File: config.mk
export PLATFORM = sky130hd
export DESIGN_NAME = load_store_unit
export DESIGN_NICKNAME = d
export VERILOG_FILES = /design/src/rtl/load_store_unit.sv
export SDC_FILE = /design/constraint.sdc
export NUM_CORES = 1
export LEC_CHECK = 0
export ABC_AREA = 1
export ABC_CLOCK_PERIOD_IN_PS = 2900
export CAP_MARGIN = 20
export CORE_ASPECT_RATIO = 1.2
export CORE_MARGIN = 5
export CORE_UTILIZATION = 35
export DETAILED_ROUTE_END_ITERATION = 10
export PLACE_DENSITY = 0.74
export SLEW_MARGIN = 30
export SYNTH_ARGS = -nofsm -noshare
export SYNTH_HDL_FRONTEND = slang
export SYNTH_SLANG_ARGS = --single-unit
File: constraint.sdc
create_clock -name clk -period 2.9 [get_ports clk]
set_clock_uncertainty 0.1 [all_clocks]
set_input_delay 0.29 -clock clk [delete_from_list [all_inputs] [get_ports clk]]
set_output_delay 0.29 -clock clk [all_outputs]
set_load 0.01 [all_outputs]
File: src/rtl/load_store_unit.sv
// Load/store unit: turns one RV32I byte/half/word request into an aligned 32-bit memory access.
// Latency: load 3 cycles, store 2 cycles, misaligned error 1 cycle (accept edge = cycle 0).
// Backpressure: req_ready is high only in IDLE; the response pulse has no backpressure.
//
// Ports:
//   clk, reset                  clock and synchronous active-high reset
//   req_valid/req_ready         request handshake; req_store, req_funct3, req_addr, req_wdata latched on accept
//   resp_valid/resp_rdata/resp_err  single-cycle completion pulse with extended load data / error flag
//   memAddr/memRstrb/memRData   word-aligned address, read strobe, read data (valid cycle after strobe)
//   memWData/memWMask           lane-replicated write data and byte write enables
//
// Build option: define LSU_MISALIGN_CHECK_EN to enable misalignment detection and the error response.
// Without it resp_err stays 0 and misaligned requests are truncated to the access width's alignment.
module load_store_unit (
    input  logic        clk,
    input  logic        reset,
    input  logic        req_valid,
    output logic        req_ready,
    input  logic        req_store,
    input  logic [2:0]  req_funct3,
    input  logic [31:0] req_addr,
    input  logic [31:0] req_wdata,
    output logic        resp_valid,
    output logic [31:0] resp_rdata,
    output logic        resp_err,
    output logic [31:0] memAddr,
    output logic        memRstrb,
    input  logic [31:0] memRData,
    output logic [31:0] memWData,
    output logic [3:0]  memWMask
);

    typedef enum logic [2:0] {
        IDLE,
        LD_ISSUE,
        LD_CAPTURE,
        ST_ISSUE,
        RESP
    } state_t;

    state_t      state;

    // Load attributes latched on accept, used when the read data returns.
    logic [1:0]  ldWidth;
    logic        ldUnsigned;
    logic [1:0]  ldOffset;

    // Request decode (combinational, only consumed on the accept edge).
    logic        misaligned;
    logic [1:0]  reqOffset;
    logic [31:0] stData;
    logic [3:0]  stMask;

    // Load extraction from the returned word.
    logic [31:0] shifted;
    logic [31:0] ldData;

    always_comb begin
        misaligned = 1'b0;
`ifdef LSU_MISALIGN_CHECK_EN
        case (req_funct3[1:0])
            2'b00:   misaligned = 1'b0;
            2'b01:   misaligned = req_addr[0];
            default: misaligned = |req_addr[1:0];
        endcase
`endif
    end

    // Offset bits below the access width are dropped, so an unchecked
    // misaligned request behaves as the aligned access containing it.
    always_comb begin
        reqOffset = 2'b00;
        stData    = req_wdata;
        stMask    = 4'b1111;
        case (req_funct3[1:0])
            2'b00: begin
                reqOffset = req_addr[1:0];
                stData    = {4{req_wdata[7:0]}};
                stMask    = 4'b0001 << req_addr[1:0];
            end
            2'b01: begin
                reqOffset = {req_addr[1], 1'b0};
                stData    = {2{req_wdata[15:0]}};
                stMask    = 4'b0011 << {req_addr[1], 1'b0};
            end
            default: begin
                reqOffset = 2'b00;
                stData    = req_wdata;
                stMask    = 4'b1111;
            end
        endcase
    end

    always_comb begin
        shifted = memRData >> {ldOffset, 3'b000};
        case (ldWidth)
            2'b00:   ldData = ldUnsigned ? {24'h0, shifted[7:0]}
                                         : {{24{shifted[7]}}, shifted[7:0]};
            2'b01:   ldData = ldUnsigned ? {16'h0, shifted[15:0]}
                                         : {{16{shifted[15]}}, shifted[15:0]};
            default: ldData = memRData;
        endcase
    end

    always_ff @(posedge clk) begin
        if (reset) begin
            state      <= IDLE;
            req_ready  <= 1'b1;
            resp_valid <= 1'b0;
            resp_err   <= 1'b0;
            resp_rdata <= 32'h0;
            memAddr    <= 32'h0;
            memRstrb   <= 1'b0;
            memWData   <= 32'h0;
            memWMask   <= 4'h0;
            ldWidth    <= 2'b00;
            ldUnsigned <= 1'b0;
            ldOffset   <= 2'b00;
        end else begin
            case (state)
                IDLE: begin
                    if (req_valid) begin
                        req_ready  <= 1'b0;
                        resp_rdata <= 32'h0;
                        resp_err   <= 1'b0;
                        if (misaligned) begin
                            // No memory access; memAddr keeps its previous value.
                            resp_valid <= 1'b1;
                            resp_err   <= 1'b1;
                            state      <= RESP;
                        end else if (req_store) begin
                            memAddr  <= {req_addr[31:2], 2'b00};
                            memWData <= stData;
                            memWMask <= stMask;
                            state    <= ST_ISSUE;
                        end else begin
                            memAddr    <= {req_addr[31:2], 2'b00};
                            memRstrb   <= 1'b1;
                            ldWidth    <= req_funct3[1:0];
                            ldUnsigned <= req_funct3[2];
                            ldOffset   <= reqOffset;
                            state      <= LD_ISSUE;
                        end
                    end
                end
                LD_ISSUE: begin
                    memRstrb <= 1'b0;
                    state    <= LD_CAPTURE;
                end
                LD_CAPTURE: begin
                    resp_rdata <= ldData;
                    resp_valid <= 1'b1;
                    state      <= RESP;
                end
                ST_ISSUE: begin
                    memWMask   <= 4'h0;
                    resp_valid <= 1'b1;
                    state      <= RESP;
                end
                RESP: begin
                    resp_valid <= 1'b0;
                    resp_err   <= 1'b0;
                    req_ready  <= 1'b1;
                    state      <= IDLE;
                end
                default: begin
                    req_ready <= 1'b1;
                    state     <= IDLE;
                end
            endcase
        end
    end

endmodule

==> metrics.yaml <==
status: "completed"
syn_avg_cell_area_um2: 7.03
synthDistinctLibCells: 33
seqPwrFrac_pct: 44.9
postCtsSetupBuffers: 0
synth_seq_cells: 109
cts.path.max_buffers: 2
cap_violations: 0
antenna_cells: 0
synth_xor_area_share_pct: 0
p_leak_nw: 2.85
clock_sinks: 109
clock_latency_ns: 0.34
whs_ns: 0.359
fmax_mhz: 521
antenna_found_initial: 0
switching_share_pct: 29.6
p_per_area_nw_per_um2: 517
power_frac_comb_pct: 24.4
clkTransAtPathRegs_ns: 0.08
vias_per_cell: 4.90
core-area_um2: 13700
groute.usage.overall_pct: 18.7
globalRouteMet2Util_pct: 31.6
async_reset_ff_share_pct: 0
grt_overflow: 0
synth_top_family_by_area: "simple AND/OR/NAND/NOR gates"
endpoint_kind: "flop"
synth_warnings: 0
p_clk_share_pct: 30.7
syn-cell-area_um2: 4850
slowest_stage: "dfxtp_1"
avgRoutedWirePerCell_um: 15.1
io_buffers: 203
start_kind: "flop"
cts_hold_buf: 0
final_cell_mix: "nand2_1 (213), clkdlybuf4s50_1 (202), dfxtp_1 (109)"
grt_max_degree: 70
cts_buffers: 9
syn_inst: 689
cp_max_fo: 15
rsz0062_at_grt: "false"
final_hold_viol_count: 0
tightest_slew_ns: 0.738
cp_cell_sequence: "inv_1 > o21ai_2 > inv_1 > nor2_1 > nor2_1 > o31ai_1 > a21oi_1"
dieArea_um2: 16300
nNetsFinal: 976
synth-compound-area-share_pct: 19.7
seq_area_frac_synth_pct: 45.0
synth_mux_area_share_pct: 0
p_sw_mw: 1.10
post-place-ws_ns: 0.938
slew_headroom_pct: 50.8
setup_tns_ns: 0
cts_tree: "built"
maxSlewViolCount: 0
drt.antenna.violating_nets: 0
cts_resized: 0
fin_ws_ns: 0.980
grt_pass1_vias: 4965
syn2layout_area_growth_pct: 48.7
start_util_pct: 35.4
final-setup-viol-count: 0
required_ns: 3.00
post-route-period-util_pct: 66.2
ioPinCount: 207
top_usage_layer: "met2"
htreeDepth: 3
post-dp-hpwl_um: 11700
synth_fa_ha_area_share_pct: 0
root_buffer: "clkbuf_16"
arrival_ns: 2.02
die_w_um: 117
firstDrtPassIters: 5
criticalPathCategory: "reg2reg"
grt_pass1_wl_um: 25500
drc_errors: 0
wirelength_um: 15800
hold_class: "reg2reg"
gp_congestion: 0.922
vias: 5140
synthSimpleGateAreaFrac_pct: 26.7
grtUsageMet3_pct: 6.85
layout-drive-gt1-share_pct: 6.04
synth_edf_count: 0
drtIter0Drc: 307
final_common_cell: "nand2_1"
vdd_drop_max_mv: 0.261
cpPeakStageDelay_ns: 0.69
grtUsageMet1_pct: 22.3
row_count: 47
die_h_um: 139
min_period_ns: 1.92
p_int_mw: 2.62
synth-main-ff-cell: "dfxtp_1"
==> synthesized netlist by cell type (all sizes together), types with 3 or more instances <==
master,instances,share of area (%)
clkbuf,14,1.1
nand3,24,2.8
dfxtp,109,45
buf,29,3.8
inv,45,3.5
o21ai,49,5.1
o31ai,7,1.1
o22ai,7,0.90
o211ai,3,0.46
a31oi,15,1.9
nor2,69,6.0
a21oi,95,10
nand2,216,17
nor3,3,0.54
==> area by class of cell <==
cell class | instances | area, µm²
clock inverters | 7 | 41.3
fillers | 1360 | 6500
inverters | 46 | 173
multi-input cells | 493 | 2260
repair buffers | 214 | 2110
flip-flops and latches | 109 | 2180
clock buffers | 9 | 225
well taps | 171 | 214
==> critical path: cells and delay by family, from the launching register on <==
family	cells	cell delay (ns)
AOI/OAI and AO/OA	3	0.38
buffers and inverters	2	0.42
DFF	1	0.69
and+or+nand+nor	2	0.18
==> final timing paths <==
| check | startpoint | to | slack (ns) | cells after the start |
|---|---|---|---|---|
| max | ldWidth[1] | resp_rdata[1] | 0.98 | 7 |
| min | memWMask[0] | memWMask[0] | 0.36 | 2 |
| max reg2reg | ldWidth[1] | resp_rdata[1] | 0.98 | 7 |
| min reg2reg | memWMask[0] | memWMask[0] | 0.36 | 2 |
==> metal layers <==
metal	up-vias	part of all wire [%]
met5	-	0
met4	0	1.7
met3	20	9.9
met2	215	48
met1	2303	40
li1	2602	-
==> power by group through the flow <==
stage,clock [mW],sequential (mW),combinational [mW]
6_report,1.14,1.67,0.911
5_1_grt,1.25,1.69,1.01
4_1_cts,1.18,1.67,0.918
3_5_place_dp,0,1.71,0.913
3_3_place_gp,0,1.70,0.908
2_1_floorplan,0,1.74,0.430
==> kinds of logic (layout without fill, tap and decap cells) <==
family,Yosys count,in the layout
compound gates,177,177
other cells,1,3
flops,109,109
buf+inv,89,276
simple gates,313,313
==> registers in the layout, indices dropped and copies added, names as in the netlist <==
register,count
state,3
resp_valid,1
memWData,32
resp_rdata,32
memWMask,4
ldOffset,2
ldUnsigned,1
memRstrb,1
memAddr,30
ldWidth,2
req_ready,1
==> metrics by stage <==
stage	total power, mW	util (%)	cell area, µm²	std cells
2_1_floorplan	2.17	-	4850	691
6_report	3.73	52.6	7210	1049
3_3_place_gp	2.61	50.6	6940	1033
4_1_cts	3.77	52.6	7210	1049
5_1_grt	3.94	52.6	7210	1049
3_5_place_dp	2.62	50.6	6940	1033
Power figures use the tool's default switching activity.
